### src/rtl/lut_port_arbiter.sv
// lut_port_arbiter: shares one lookup-table port between N_REQ requesters,
// launches configuration writes on the table databus with priority over
// lookups, and routes each fixed-latency result back to its requester via
// a tag pipeline.
module lut_port_arbiter #(
    parameter int N_REQ   = 4,
    parameter int ADDR_W  = 8,
    parameter int DATA_W  = 32,
    parameter int LUT_LAT = 3
) (
    input  logic                    clk,
    input  logic                    rst,
    input  logic                    enable,
    input  logic [N_REQ-1:0]        req_valid,
    input  logic [N_REQ*ADDR_W-1:0] req_addr,
    output logic [N_REQ-1:0]        req_ready,
    output logic [N_REQ-1:0]        resp_valid,
    output logic [DATA_W-1:0]       resp_data,
    input  logic                    cfg_valid,
    input  logic [ADDR_W-1:0]       cfg_addr,
    input  logic [DATA_W-1:0]       cfg_wdata,
    output logic                    cfg_ready,
    output logic [ADDR_W-1:0]       lut_in,
    input  logic [DATA_W-1:0]       lut_out,
    output logic                    lut_bus_valid,
    output logic [DATA_W/8-1:0]     lut_bus_wstrb,
    output logic [ADDR_W-1:0]       lut_bus_addr,
    output logic [DATA_W-1:0]       lut_bus_wdata,
    output logic                    busy
);

    localparam int IDX_W  = (N_REQ > 1) ? $clog2(N_REQ) : 1;
    localparam int STAGES = LUT_LAT + 1;
    localparam int LAST   = STAGES - 1;
    localparam int STRB_W = DATA_W / 8;

    logic [IDX_W-1:0] rr_ptr;
    logic             grant_any;
    logic [IDX_W-1:0] grant_idx;

    // Tag pipeline: stage 0 is loaded with the grant, the last stage lines
    // up with the table output.
    logic             vld_p [STAGES];
    logic [IDX_W-1:0] idx_p [STAGES];

    // Round-robin search from rr_ptr; a pending cfg write or disabled
    // arbiter suppresses every grant.
    always_comb begin
        logic [IDX_W-1:0] cand;
        grant_any = 1'b0;
        grant_idx = '0;
        cand      = '0;
        if (!rst && enable && !cfg_valid) begin
            for (int i = 0; i < N_REQ; i++) begin
                cand = IDX_W'((int'(rr_ptr) + i) % N_REQ);
                if (!grant_any && req_valid[cand]) begin
                    grant_any = 1'b1;
                    grant_idx = cand;
                end
            end
        end
    end

    // One-hot ready for the winner; writes are always accepted outside reset.
    always_comb begin
        req_ready = '0;
        if (grant_any)
            req_ready[grant_idx] = 1'b1;
        cfg_ready = cfg_valid & ~rst;
    end

    // Pointer moves just past the winner so it becomes lowest priority.
    always_ff @(posedge clk or posedge rst) begin
        if (rst)
            rr_ptr <= '0;
        else if (grant_any)
            rr_ptr <= (grant_idx == IDX_W'(N_REQ - 1)) ? '0 : grant_idx + 1'b1;
    end

    // Lookup address register: loads the winner's address, otherwise holds.
    always_ff @(posedge clk or posedge rst) begin
        if (rst)
            lut_in <= '0;
        else if (grant_any)
            lut_in <= req_addr[grant_idx*ADDR_W +: ADDR_W];
    end

    // Databus register: a write occupies exactly the cycle after acceptance.
    always_ff @(posedge clk or posedge rst) begin
        if (rst) begin
            lut_bus_valid <= 1'b0;
            lut_bus_wstrb <= '0;
            lut_bus_addr  <= '0;
            lut_bus_wdata <= '0;
        end else begin
            lut_bus_valid <= cfg_valid;
            lut_bus_wstrb <= cfg_valid ? {STRB_W{1'b1}} : {STRB_W{1'b0}};
            if (cfg_valid) begin
                lut_bus_addr  <= cfg_addr;
                lut_bus_wdata <= cfg_wdata;
            end
        end
    end

    // Tag valid bits: reset drops every in-flight lookup.
    always_ff @(posedge clk or posedge rst) begin
        if (rst) begin
            for (int k = 0; k < STAGES; k++)
                vld_p[k] <= 1'b0;
        end else begin
            vld_p[0] <= grant_any;
            for (int k = 1; k < STAGES; k++)
                vld_p[k] <= vld_p[k-1];
        end
    end

    // Tag indices only matter while their valid bit is set, so no reset.
    always_ff @(posedge clk) begin
        idx_p[0] <= grant_idx;
        for (int k = 1; k < STAGES; k++)
            idx_p[k] <= idx_p[k-1];
    end

    // Route the table result to the requester recorded in the last stage.
    always_comb begin
        resp_valid = '0;
        resp_data  = '0;
        if (vld_p[LAST]) begin
            resp_valid[idx_p[LAST]] = 1'b1;
            resp_data               = lut_out;
        end
    end

    // Busy while any tag stage holds a live lookup.
    always_comb begin
        busy = 1'b0;
        for (int k = 0; k < STAGES; k++)
            busy = busy | vld_p[k];
    end

endmodule

### config.mk
export PLATFORM = sky130hd
export DESIGN_NAME = lut_port_arbiter
export DESIGN_NICKNAME = d
export VERILOG_FILES = /design/src/rtl/lut_port_arbiter.sv
export SDC_FILE = /design/constraint.sdc
export NUM_CORES = 1
export LEC_CHECK = 0
export CELL_PAD_IN_SITES_DETAIL_PLACEMENT = 1
export CELL_PAD_IN_SITES_GLOBAL_PLACEMENT = 2
export CORE_MARGIN = 4
export CORE_UTILIZATION = 21
export DETAILED_ROUTE_END_ITERATION = 6
export PLACE_DENSITY = 0.94
export SLEW_MARGIN = 15
export SYNTH_ARGS = -nofsm -noshare
export SYNTH_HDL_FRONTEND = slang
export SYNTH_SLANG_ARGS = --single-unit
### constraint.sdc
create_clock -name clk -period 3.2 [get_ports clk]
set_clock_uncertainty 0.05 [all_clocks]
set_input_delay 0.48 -clock clk [delete_from_list [all_inputs] [get_ports clk]]
set_output_delay 0.48 -clock clk [all_outputs]
set_load 0.01 [all_outputs]
Word-level counts from Yosys, hierarchy flattened
Memories as Yosys holds them, arrays and structs flattened.
Index checks and enable logic that the tools add are counted.
{"block": "classes", "n_mux": 30, "reduce_logical": 12, "n_addsub": 4, "eq_ne": 1, "n_lt_le_gt_ge": 8, "bitwise_logic": 5, "shift": 1}
{"cell": "32-bit two-way mux", "count": 1}
{"cell": "32-bit by 6-bit indexed part select with 8-bit output", "count": 1}
{"cell": "2-bit by 3-bit less-than comparator with 1-bit output (second input constant)", "count": 6}
{"cell": "1-bit two-way mux", "count": 14}
{"cell": "2-bit two-way mux", "count": 6}
{"cell": "4-bit two-way mux", "count": 3}
{"cell": "1-bit binary-select mux with 2-bit select", "count": 4}
{"cell": "1-bit logical AND", "count": 7}
{"cell": "1-bit logical NOT", "count": 5}
{"cell": "2-bit by 1-bit adder with 2-bit output (second input constant)", "count": 2}
{"cell": "2-bit adder (second input constant)", "count": 2}
{"cell": "1-bit demux with 2-bit select", "count": 2}
{"cell": "2-bit by 1-bit >= comparator with 1-bit output (second input constant)", "count": 2}
{"cell": "1-bit bitwise OR", "count": 3}
{"cell": "2-bit equality test (second input constant)", "count": 1}
{"cell": "1-bit AND", "count": 1}
{"cell": "1-bit inverter", "count": 1}
{"block": "totals", "inputBits": 112, "ff_bits": 59, "elab_cells": 72, "memories": 1, "out_inout_bits": 95, "ram_bits": 8}
{"name": "idx_p", "words": 4, "width": 2, "rd": 4, "rd_clocked_by_memory_dff": 0, "wr": 4, "line": "44", "text": "logic [IDX_W-1:0] idx_p [STAGES];"}

Depth between registers and ports, before layout
Gate-level depths: netlist of the first run.
{"block": "depth", "word_depth": 21, "ltp_mapped": 9, "ltp_nobuf": 7}

Worst setup path after synthesis of the first run
OpenSTA, ideal clock, no wires.
{"block": "synth_path", "path_type": "input -> output", "startpoint": "in cfg_valid", "endpoint": "out req_ready[1]", "t_required_ns": 2.670, "path_slack_ns": 0.988, "path_buffers": 2, "arrival_time_ns": 1.682, "stages": 8, "cell_sequence": "clkbuf_1 > nor3b_1 > o41a_1 > buf_4 > nand2_1 > inv_1 > ha_1 > and2_1"}
{"block": "synth_via", "elab_chain_cells": 8, "elab_cells_between_ends": 10, "classes_between": "2 x order compare; 5 x mux; 3 x reduce/logical"}
{"item": "start, declared", "line": "19", "text": "input logic cfg_valid,"}
{"item": "1-bit logical NOT *", "line": "53", "text": "if (!rst && enable && !cfg_valid) begin"}
{"item": "1-bit logical AND *", "line": "53"}
{"item": "2-bit two-way mux *", "line": "53"}
{"item": "via grant_idx[0]", "line": "39", "text": "logic [IDX_W-1:0] grant_idx;"}
{"item": "2-bit by 3-bit less-than comparator with 1-bit output (not written as such) / 2-bit by 1-bit >= comparator with 1-bit output (equally long branches)", "line": "68", "text": "req_ready[grant_idx] = 1'b1;"}
{"item": "1-bit logical AND (not written as such)", "line": "68"}
{"item": "1-bit two-way mux (not written as such)", "line": "68"}
{"item": "1-bit demux with 2-bit select *", "line": "68"}
{"item": "4-bit two-way mux *", "line": "67", "text": "if (grant_any)"}
{"item": "end, declared", "line": "16", "text": "output logic [N_REQ-1:0] req_ready,"}
The timed path passes the listed nets; every way through them passes the cells marked *.

Worst setup path in the final report of the first run
{"block": "layout_path", "startpoint": "in req_valid[2]", "endpoint": "out req_ready[3]"}
{"block": "layout_via", "elab_chain_cells": 21, "elab_cells_between_ends": 33, "classes_between": "2 x order compare; 24 x mux; 7 x reduce/logical"}
{"item": "start, declared", "line": "14", "text": "input logic [N_REQ-1:0] req_valid,"}
{"item": "1-bit binary-select mux with 2-bit select", "line": "56", "text": "if (!grant_any && req_valid[cand]) begin"}
{"item": "1-bit two-way mux (not written as such)", "line": "56"}
{"item": "1-bit two-way mux", "line": "56"}
{"item": "1-bit two-way mux", "line": "53"}
{"item": "1-bit logical NOT", "line": "56"}
{"item": "1-bit logical AND", "line": "56"}
{"item": "1-bit two-way mux", "line": "56"}
{"item": "1-bit two-way mux", "line": "53"}
{"item": "[6 not listed]"}
{"item": "2-bit two-way mux *", "line": "56"}
{"item": "2-bit two-way mux *", "line": "53"}
{"item": "via grant_idx[0]", "line": "39"}
{"item": "2-bit by 3-bit less-than comparator with 1-bit output (not written as such) / 2-bit by 1-bit >= comparator with 1-bit output (equally long branches)", "line": "68"}
{"item": "1-bit logical AND (not written as such)", "line": "68"}
{"item": "1-bit two-way mux (not written as such)", "line": "68"}
{"item": "1-bit demux with 2-bit select *", "line": "68"}
{"item": "4-bit two-way mux *", "line": "67"}
The timed path passes the listed nets; every way through them passes the cells marked *. The select of a mux whose other input is x is not followed.

==> results of run 1 <==
==> worst register-to-register path, stage by stage (launching register included) <==
cell      delay, ps
dfrtp_1         540
mux2i_4         320
o22ai_4          90
buf_4           190
or2_1           340
a211oi_1        310
a211oi_1         80
==> metrics by stage <==
stage / util (%) / setup WS (ps) / instances
3_5_place_dp: 38.2 / 97.2 / 603
5_1_grt: 40.8 / 9.20 / 619
2_1_floorplan: - / 988 / 233
3_3_place_gp: 38.2 / 190 / 603
6_report: 40.8 / 134 / 619
4_1_cts: 40.6 / 70.1 / 619
==> final cells by class <==
type	instances	area [um^2]	share of cell area (%)
Multi-Input combinational cell	146	1240	22.8
Timing Repair Buffer	213	2110	38.8
Tap cell	176	220	4.04
Clock inverter	5	82.6	1.52
Clock buffer	11	233	4.27
Sequential cell	63	1540	28.2
Inverter	5	18.8	0.344
==> registers in the layout (all words and copies together), names as in the netlist <==
| name | flops |
|---|---|
| vld_p | 4 |
| idx_p | 8 |
| lut_bus_addr | 8 |
| rr_ptr | 2 |
| lut_bus_wstrb | 1 |
| lut_in | 8 |
| lut_bus_wdata | 32 |
==> cells by family after synthesis <==
logic type	count (synthesis)	share of synthesized area [%]
buffers and inverters	24	4.76
muxes	50	19.2
adders and majority gates	4	1.73
and+or+nand+nor	65	13.6
AOI/OAI and AO/OA	27	7.61
DFF	63	53.1
==> power breakdown <==
group | switching [mW] | internal [mW] | total, mW | leakage, nW
sequential | 0.0584 | 0.886 | 0.944 | 0.711
combinational | 0.234 | 0.389 | 0.623 | 1.34
clock | 0.349 | 0.682 | 1.03 | 0.142
total | 0.642 | 1.96 | 2.60 | 2.19
==> worst paths after layout <==
check,from,end
min in group asynchronous,rst,lut_bus_wdata[11]
hold reg to reg,idx_p[2][0],idx_p[3][0]
max in group asynchronous,rst,rr_ptr[1]
setup / recovery,req_valid[2],req_ready[3]
setup reg to reg,rr_ptr[1],lut_in[3]
hold / removal,idx_p[2][0],idx_p[3][0]
==> placed cells by master, fill, tap and decap left out, types with 2 or more instances in the layout <==
| master | synthesis | layout |
|---|---|---|
| nor2_1 | 9 | 9 |
| buf_4 | 6 | 7 |
| inv_2 | 0 | 2 |
| mux2_2 | 41 | 41 |
| o21a_1 | 2 | 2 |
| clkinvlp_4 | 0 | 3 |
| ha_1 | 4 | 4 |
| bufinv_16 | 0 | 2 |
| clkbuf_1 | 8 | 2 |
| a21oi_2 | 2 | 2 |
| clkbuf_16 | 0 | 9 |
| inv_1 | 5 | 3 |
| a21oi_1 | 2 | 2 |
| mux2i_1 | 8 | 8 |
| nand2_1 | 3 | 3 |
| nor3b_1 | 10 | 9 |
| dfrtp_1 | 55 | 55 |
| clkdlybuf4s50_1 | 0 | 203 |
| dfxtp_1 | 8 | 8 |
| a211oi_1 | 16 | 16 |
| dlymetal6s2s_1 | 0 | 2 |
| and2_1 | 37 | 37 |
==> routing by layer <==
metal	track usage (%)	part of all wire, %	vias up
li1	-	-	1208
met1	14.2	38	1227
met2	23.2	51	154
met3	4.78	9.0	19
met4	5.17	2.2	0
met5	0	0	-
==> impl_metrics.env, run 1 <==
export IMPL_status="finished, final reports clean"
export IMPL_grt_pass1_vias=2902
export IMPL_setup_tns_ps=0
export IMPL_postCtsHoldBufs=0
export IMPL_cts_repair_resized=0
export IMPL_synthTopCellsByArea="dfrtp_1 (48%), mux2_2 (16%), and2_1 (8.0%), dfxtp_1 (5.5%), a211oi_1 (4.2%)"
export IMPL_cp_top_family="buffers and inverters"
export IMPL_routabilityCongestion=0.784
export IMPL_overflow=0
export IMPL_fp_coreArea_mm2=0.0133
export IMPL_ir_worst_vdd_uv=205
export IMPL_drt_iter0_drc=83
export IMPL_grt_use_total_pct=13.1
export IMPL_p_total_mw=2.60
export IMPL_clock_latency_ps=320
export IMPL_rsz0062_at_grt="false"
export IMPL_synth_edf_count=0
export IMPL_vias=2608
export IMPL_yosysWarnings=0
export IMPL_core_rowCount=42
export IMPL_cp_depth=9
export IMPL_synth_most_common_cell="dfrtp_1"
export IMPL_hold_depth=0
export IMPL_hold_viol_final=0
export IMPL_synth_common_cells="dfrtp_1 (55), mux2_2 (41), and2_1 (37)"
export IMPL_yosys_cell_types_count=31
export IMPL_cts_buffers_inserted=9
export IMPL_fp_dieH_um=125
export IMPL_ys_flop_type="dfrtp_1"
export IMPL_synth_cells=233
export IMPL_io_buffers=206
export IMPL_max_freq_ghz=0.326
export IMPL_critPathMaxStageDelay_ps=530
export IMPL_dieArea_mm2=0.0157
export IMPL_cp_slowest_cell="clkdlybuf4s50_1"
export IMPL_post_route_period_util_pct=95.8
export IMPL_yosys_area_top_type_share_pct=47.6
export IMPL_yosysTopAreaCell="dfrtp_1"
export IMPL_ant_nets=0
export IMPL_min_path_type="reg2reg"
export IMPL_grt_max_degree=56
export IMPL_htreeDepth=3
export IMPL_area_delta_synth_final_pct=88.4
export IMPL_finalSetupViolations=0
export IMPL_final_layout_size_suffix_gt1_share_pct=16.0
export IMPL_clockBufferDepth=2
export IMPL_ys_ff_latch=63
export IMPL_via_per_inst=4.21
export IMPL_drc=0
export IMPL_relSlewSlack_pct=47.3
export IMPL_max_cap_violations=0
export IMPL_r2r_cells=6
export IMPL_start_util_pct=21.7
export IMPL_final_net_count=554
export IMPL_fill_cells=1469
export IMPL_wl_per_cell_um=16.6
export IMPL_grt_pass1_wl_mm=16.1
export IMPL_drt_wl_total_mm=10.3
export IMPL_critical_path_required_ps=2670
export IMPL_antenna_cells=0
export IMPL_power_density_mw_per_mm2=477
export IMPL_criticalPathCategory="in2out"
export IMPL_syn_area_mm2=0.00289
export IMPL_cts_tree="built"
export IMPL_clk_pin_slew_ps=50
export IMPL_period_minus_slack_ps=3070
export IMPL_die_w_um=125
export IMPL_first_pass_iters=4
export IMPL_synthArstFlopShare_pct=87.3
export IMPL_cp_max_fo=4
export IMPL_fin_area_mm2=0.00545
export IMPL_root_buffer="clkbuf_16"
export IMPL_dpl_instance_area_mm2=0.00510
export IMPL_post_cts_buffers=0
export IMPL_endpoint_kind="primary output"
export IMPL_io_pins=207
export IMPL_r2r_slack_ps=1140
export IMPL_cp_data_arrival_time_ps=2540
export IMPL_path_common_cell="clkdlybuf4s50_1"
export IMPL_synth_nets=349
export IMPL_clkSinkCount=63
export IMPL_critPathLaunchType="input port"
export IMPL_cp_cell_sequence="clkdlybuf4s50_1 > nand2b_1 > o21ai_0 > a21oi_2 > nand2_1 > inv_2 > ha_1 > and2_1 > clkdlybuf4s50_1"
export IMPL_p_leak_nw=2.19
export IMPL_antenna_found_initial=0
export IMPL_ys_seq_area_share_pct=53.1
export IMPL_place_hpwl_mm=8.39
export IMPL_fin_hold_ws_ps=275
export IMPL_slew_violations=0
export IMPL_path_buf_inv=3
export IMPL_worstMarginPinSlew_ps=790
export IMPL_syn_avg_cell_area_um2=12.4
Note: power is estimated with default switching activity, not from simulation.
==> run 2, diff against run 1 <==
ABC_AREA = 1   (was unset)
CORE_UTILIZATION = 19   (was 21)
==> run 2 against run 1 <==
Against the previous run:
- count of clock-buffer cells in the layout unchanged
- sequential power up 7%
- maximum frequency is 5.5% higher
- critical path depth is 6 higher
- sequential cell count unchanged
- cell area increased by 6.2%
- global-route usage fell by 0.52 points
- worst setup slack better by 160 ps
- wire length increased by 17%
- clock power down 4%
- critical path type unchanged
==> impl_metrics.env, run 2 <==
export IMPL_clk_pin_slew_ps=50
export IMPL_dieArea_mm2=0.0188
export IMPL_reg2reg_to="lut_in[3]"
export IMPL_pwr_share_comb_pct=36.6
export IMPL_wl_per_cell_um=13.9
export IMPL_antenna_found_initial=0
export IMPL_cp_slowest_cell="clkdlybuf4s50_1"
export IMPL_r2r_start="rr_ptr[0]"
export IMPL_hold_viol_final=0
export IMPL_ys_flop_type="dfrtp_1"
export IMPL_final_common_cell="nand2_1"
export IMPL_synth_edf_count=0
export IMPL_cp_depth=15
export IMPL_p_sw_share_pct=33.7
export IMPL_yosys_cell_types_count=23
export IMPL_grt_use_total_pct=12.6
export IMPL_synthMuxAreaShare_pct=0
export IMPL_criticalPathCategory="in2out"
export IMPL_rsz0062_at_grt="false"
export IMPL_cp_max_fo=4
export IMPL_critPathLaunchType="input port"
export IMPL_area_delta_synth_final_pct=82.6
export IMPL_cts_buffers_inserted=9
export IMPL_post_place_ws_ps=-34.5
export IMPL_cp_data_arrival_time_ps=2380
export IMPL_root_buffer="clkbuf_16"
export IMPL_routabilityCongestion=0.760
export IMPL_yosys_area_share_simple_pct=38.5
export IMPL_min_path_type="reg2reg"
export IMPL_cp_cell_sequence="clkdlybuf4s50_1 > inv_1 > nand2_1 > nand3_1 > nand2_1 > nand2_1 > nand2_1 > nand2_1 > nand2_2 > nand2_8 > inv_1 > ha_1 > inv_1 > nor2_1 > dlygate4sd2_1"
export IMPL_yosysWarnings=0
export IMPL_die_w_um=137
export IMPL_intPower_mw=2.09
export IMPL_synthArstFlopShare_pct=87.3
export IMPL_cts_tree="built"
export IMPL_setup_ws_ps=293
export IMPL_postCtsHoldBufs=0
export IMPL_max_cap_violations=0
export IMPL_yosysTopAreaCell="dfrtp_1"
export IMPL_via_per_inst=3.94
export IMPL_htreeDepth=3
export IMPL_core_rowCount=46
export IMPL_largest_reg_flops=32
export IMPL_fp_dieH_um=137
export IMPL_final_cell_mix="nand2_1 (220), clkdlybuf4s50_1 (202), dfrtp_1 (54), nand3_1 (48), inv_1 (47)"
export IMPL_start_util_pct=19.7
export IMPL_synthTopCellsByArea="dfrtp_1 (43%), nand2_1 (26%), nand3_1 (7.6%), inv_1 (5.7%), dfxtp_1 (5.1%)"
export IMPL_dp_cells=853
export IMPL_drc=0
export IMPL_post_route_period_util_pct=90.8
export IMPL_ys_ff_latch=63
export IMPL_ir_worst_vdd_uv=275
export IMPL_hp_start="idx_p[2][1]"
export IMPL_synth_nets=555
export IMPL_ant_nets=0
export IMPL_fill_cells=1951
export IMPL_clock_latency_ps=320
export IMPL_relSlewSlack_pct=49.2
export IMPL_io_buffers=206
export IMPL_ys_seq_area_share_pct=48.5
export IMPL_post_cts_buffers=0
export IMPL_grt_max_degree=56
export IMPL_synthAdderAreaFrac_pct=1.58
export IMPL_first_pass_iters=4
export IMPL_cp_endpoint="req_ready[1]"
export IMPL_crit_path_start="req_valid[3]"
export IMPL_overflow=0
export IMPL_regMostFlops="lut_bus_wdata"
export IMPL_worstMarginPinSlew_ps=761
export IMPL_r2r_cells=15
export IMPL_r2r_slack_ps=1190
export IMPL_yosys_area_top_type_share_pct=43.4
export IMPL_power_density_mw_per_mm2=545
export IMPL_fin_cells=869
export IMPL_pwr_share_seq_pct=32.1
export IMPL_path_common_cell="nand2_1"
export IMPL_status="finished, final reports clean"
export IMPL_p_leak_nw=2.91
export IMPL_critical_path_required_ps=2670
export IMPL_clockBufferDepth=2
export IMPL_final_layout_size_suffix_gt1_share_pct=7.50
export IMPL_synth_common_cells="nand2_1 (220), dfrtp_1 (55), inv_1 (48), nand3_1 (48), clkbuf_1 (14)"
export IMPL_grt_pass1_wl_mm=18.5
export IMPL_finalSetupViolations=0
export IMPL_drt_iter0_drc=101
export IMPL_critPathMaxStageDelay_ps=470
export IMPL_final_net_count=764
export IMPL_slew_violations=0
export IMPL_pwr_share_clk_pct=31.3
export IMPL_p_switching_mw=1.06
export IMPL_io_pins=207
export IMPL_synth_top_family_by_area="simple AND/OR/NAND/NOR gates"
export IMPL_period_minus_slack_ps=2910
export IMPL_path_buf_inv=5
export IMPL_cp_top_family="buffers and inverters"
export IMPL_fp_coreArea_mm2=0.0161
export IMPL_clkSinkCount=63
export IMPL_drt_wl_total_mm=12.0
export IMPL_grt_pass1_vias=3575
export IMPL_endpoint_kind="primary output"
export IMPL_vias=3426
export IMPL_synth_xor_area_share_pct=0
export IMPL_max_freq_ghz=0.344
export IMPL_p_total_mw=3.15
export IMPL_syn_area_mm2=0.00317
export IMPL_synth_cells=439
export IMPL_syn_avg_cell_area_um2=7.22
export IMPL_place_hpwl_mm=9.29
export IMPL_synth_most_common_cell="nand2_1"
export IMPL_synth_compound_area_share_pct=0.474
export IMPL_antenna_cells=0
run 2: repair_timing:
action,CTS,global route
pin swaps,0,0
endpoints found under the setup margin,3,1
resized for setup,4,1
gates cloned,0,0
run 2: how the worst min path moves through the flow:
| stage | endpoint | slack [ps] | cells past startpoint |
|---|---|---|---|
| 6_report | idx_p[3][1] | 270 | 0 |
| 5_1_grt | idx_p[3][1] | 280 | 0 |
| 4_1_cts | idx_p[3][1] | 270 | 0 |
| 3_5_place_dp | idx_p[2][1] | 260 | 0 |
| 3_3_place_gp | idx_p[1][1] | 260 | 0 |
| 2_1_floorplan | idx_p[1][0] | 260 | 0 |
run 2: area by class of cell:
| type | count | area, um^2 | area share [%] |
|---|---|---|---|
| Timing Repair Buffer | 221 | 2170 | 37.6 |
| Clock inverter | 5 | 57.6 | 0.995 |
| Inverter | 54 | 216 | 3.74 |
| Sequential cell | 63 | 1540 | 26.6 |
| Multi-Input combinational cell | 299 | 1290 | 22.2 |
| Clock buffer | 11 | 243 | 4.20 |
| Tap cell | 216 | 270 | 4.67 |
run 2: through the flow:
stage / utilization (%) / TNS (ps) / cell area (um^2) / hold slack [ps]
finish: 35.9 / 0 / 5780 / 273
global route: 35.9 / 0 / 5780 / 285
CTS: 35.9 / 0 / 5780 / 274
detailed placement: 34.0 / -48.3 / 5480 / 263
global placement: 34.0 / 0 / 5480 / 263
floorplan: - / 0 / 3170 / 260
run 2: logic make-up (layout without fill, tap and decap cells):
logic type,after synthesis,after routing
adder cells (fa/ha/maj),4,4
AO/OA/AOI/OAI,3,3
flip-flops,63,63
AND/OR/NAND/NOR,292,292
buffers and inverters,77,291
run 2: power by group through the flow:
| stage | registers, mW | logic (mW) | clock network (mW) |
|---|---|---|---|
| after floorplan | 1.04 | 0.591 | 0 |
| after global placement | 1.02 | 1.17 | 0 |
| after detailed placement | 1.03 | 1.18 | 0 |
| after CTS | 1.02 | 1.19 | 1.03 |
| after global routing | 1.03 | 1.29 | 1.06 |
| final | 1.01 | 1.15 | 0.985 |
run 2: per-layer routing:
metal  vias to the layer above  wire length [um]  share of wire, %  GRT usage [%]
met5                         -                 0                 0              0
met4                         0               129               1.1           2.88
met3                         9              1240                10           5.22
met2                       142              5760                48           21.7
met1                      1546              4920                41           14.5
li1                       1729                 -                 -              -
run 2: worst reg2reg max path, stage by stage, from the launching register on:
cell	delay, ps
dfrtp_2	490
buf_4	180
nand2_1	50
nand2_1	70
nand2_1	80
nand2_2	60
nor2_4	120
nand3_1	80
nand2_1	80
inv_2	40
nand2_2	90
buf_4	120
buf_4	150
nand3_1	90
nand3_1	100
nand2_1	50
==> run 3, diff against run 2 <==
HOLD_SLACK_MARGIN = 0.02   (was unset)
==> results of run 3 <==
No change in the layout: final DEF, timing and power equal those of run 2.
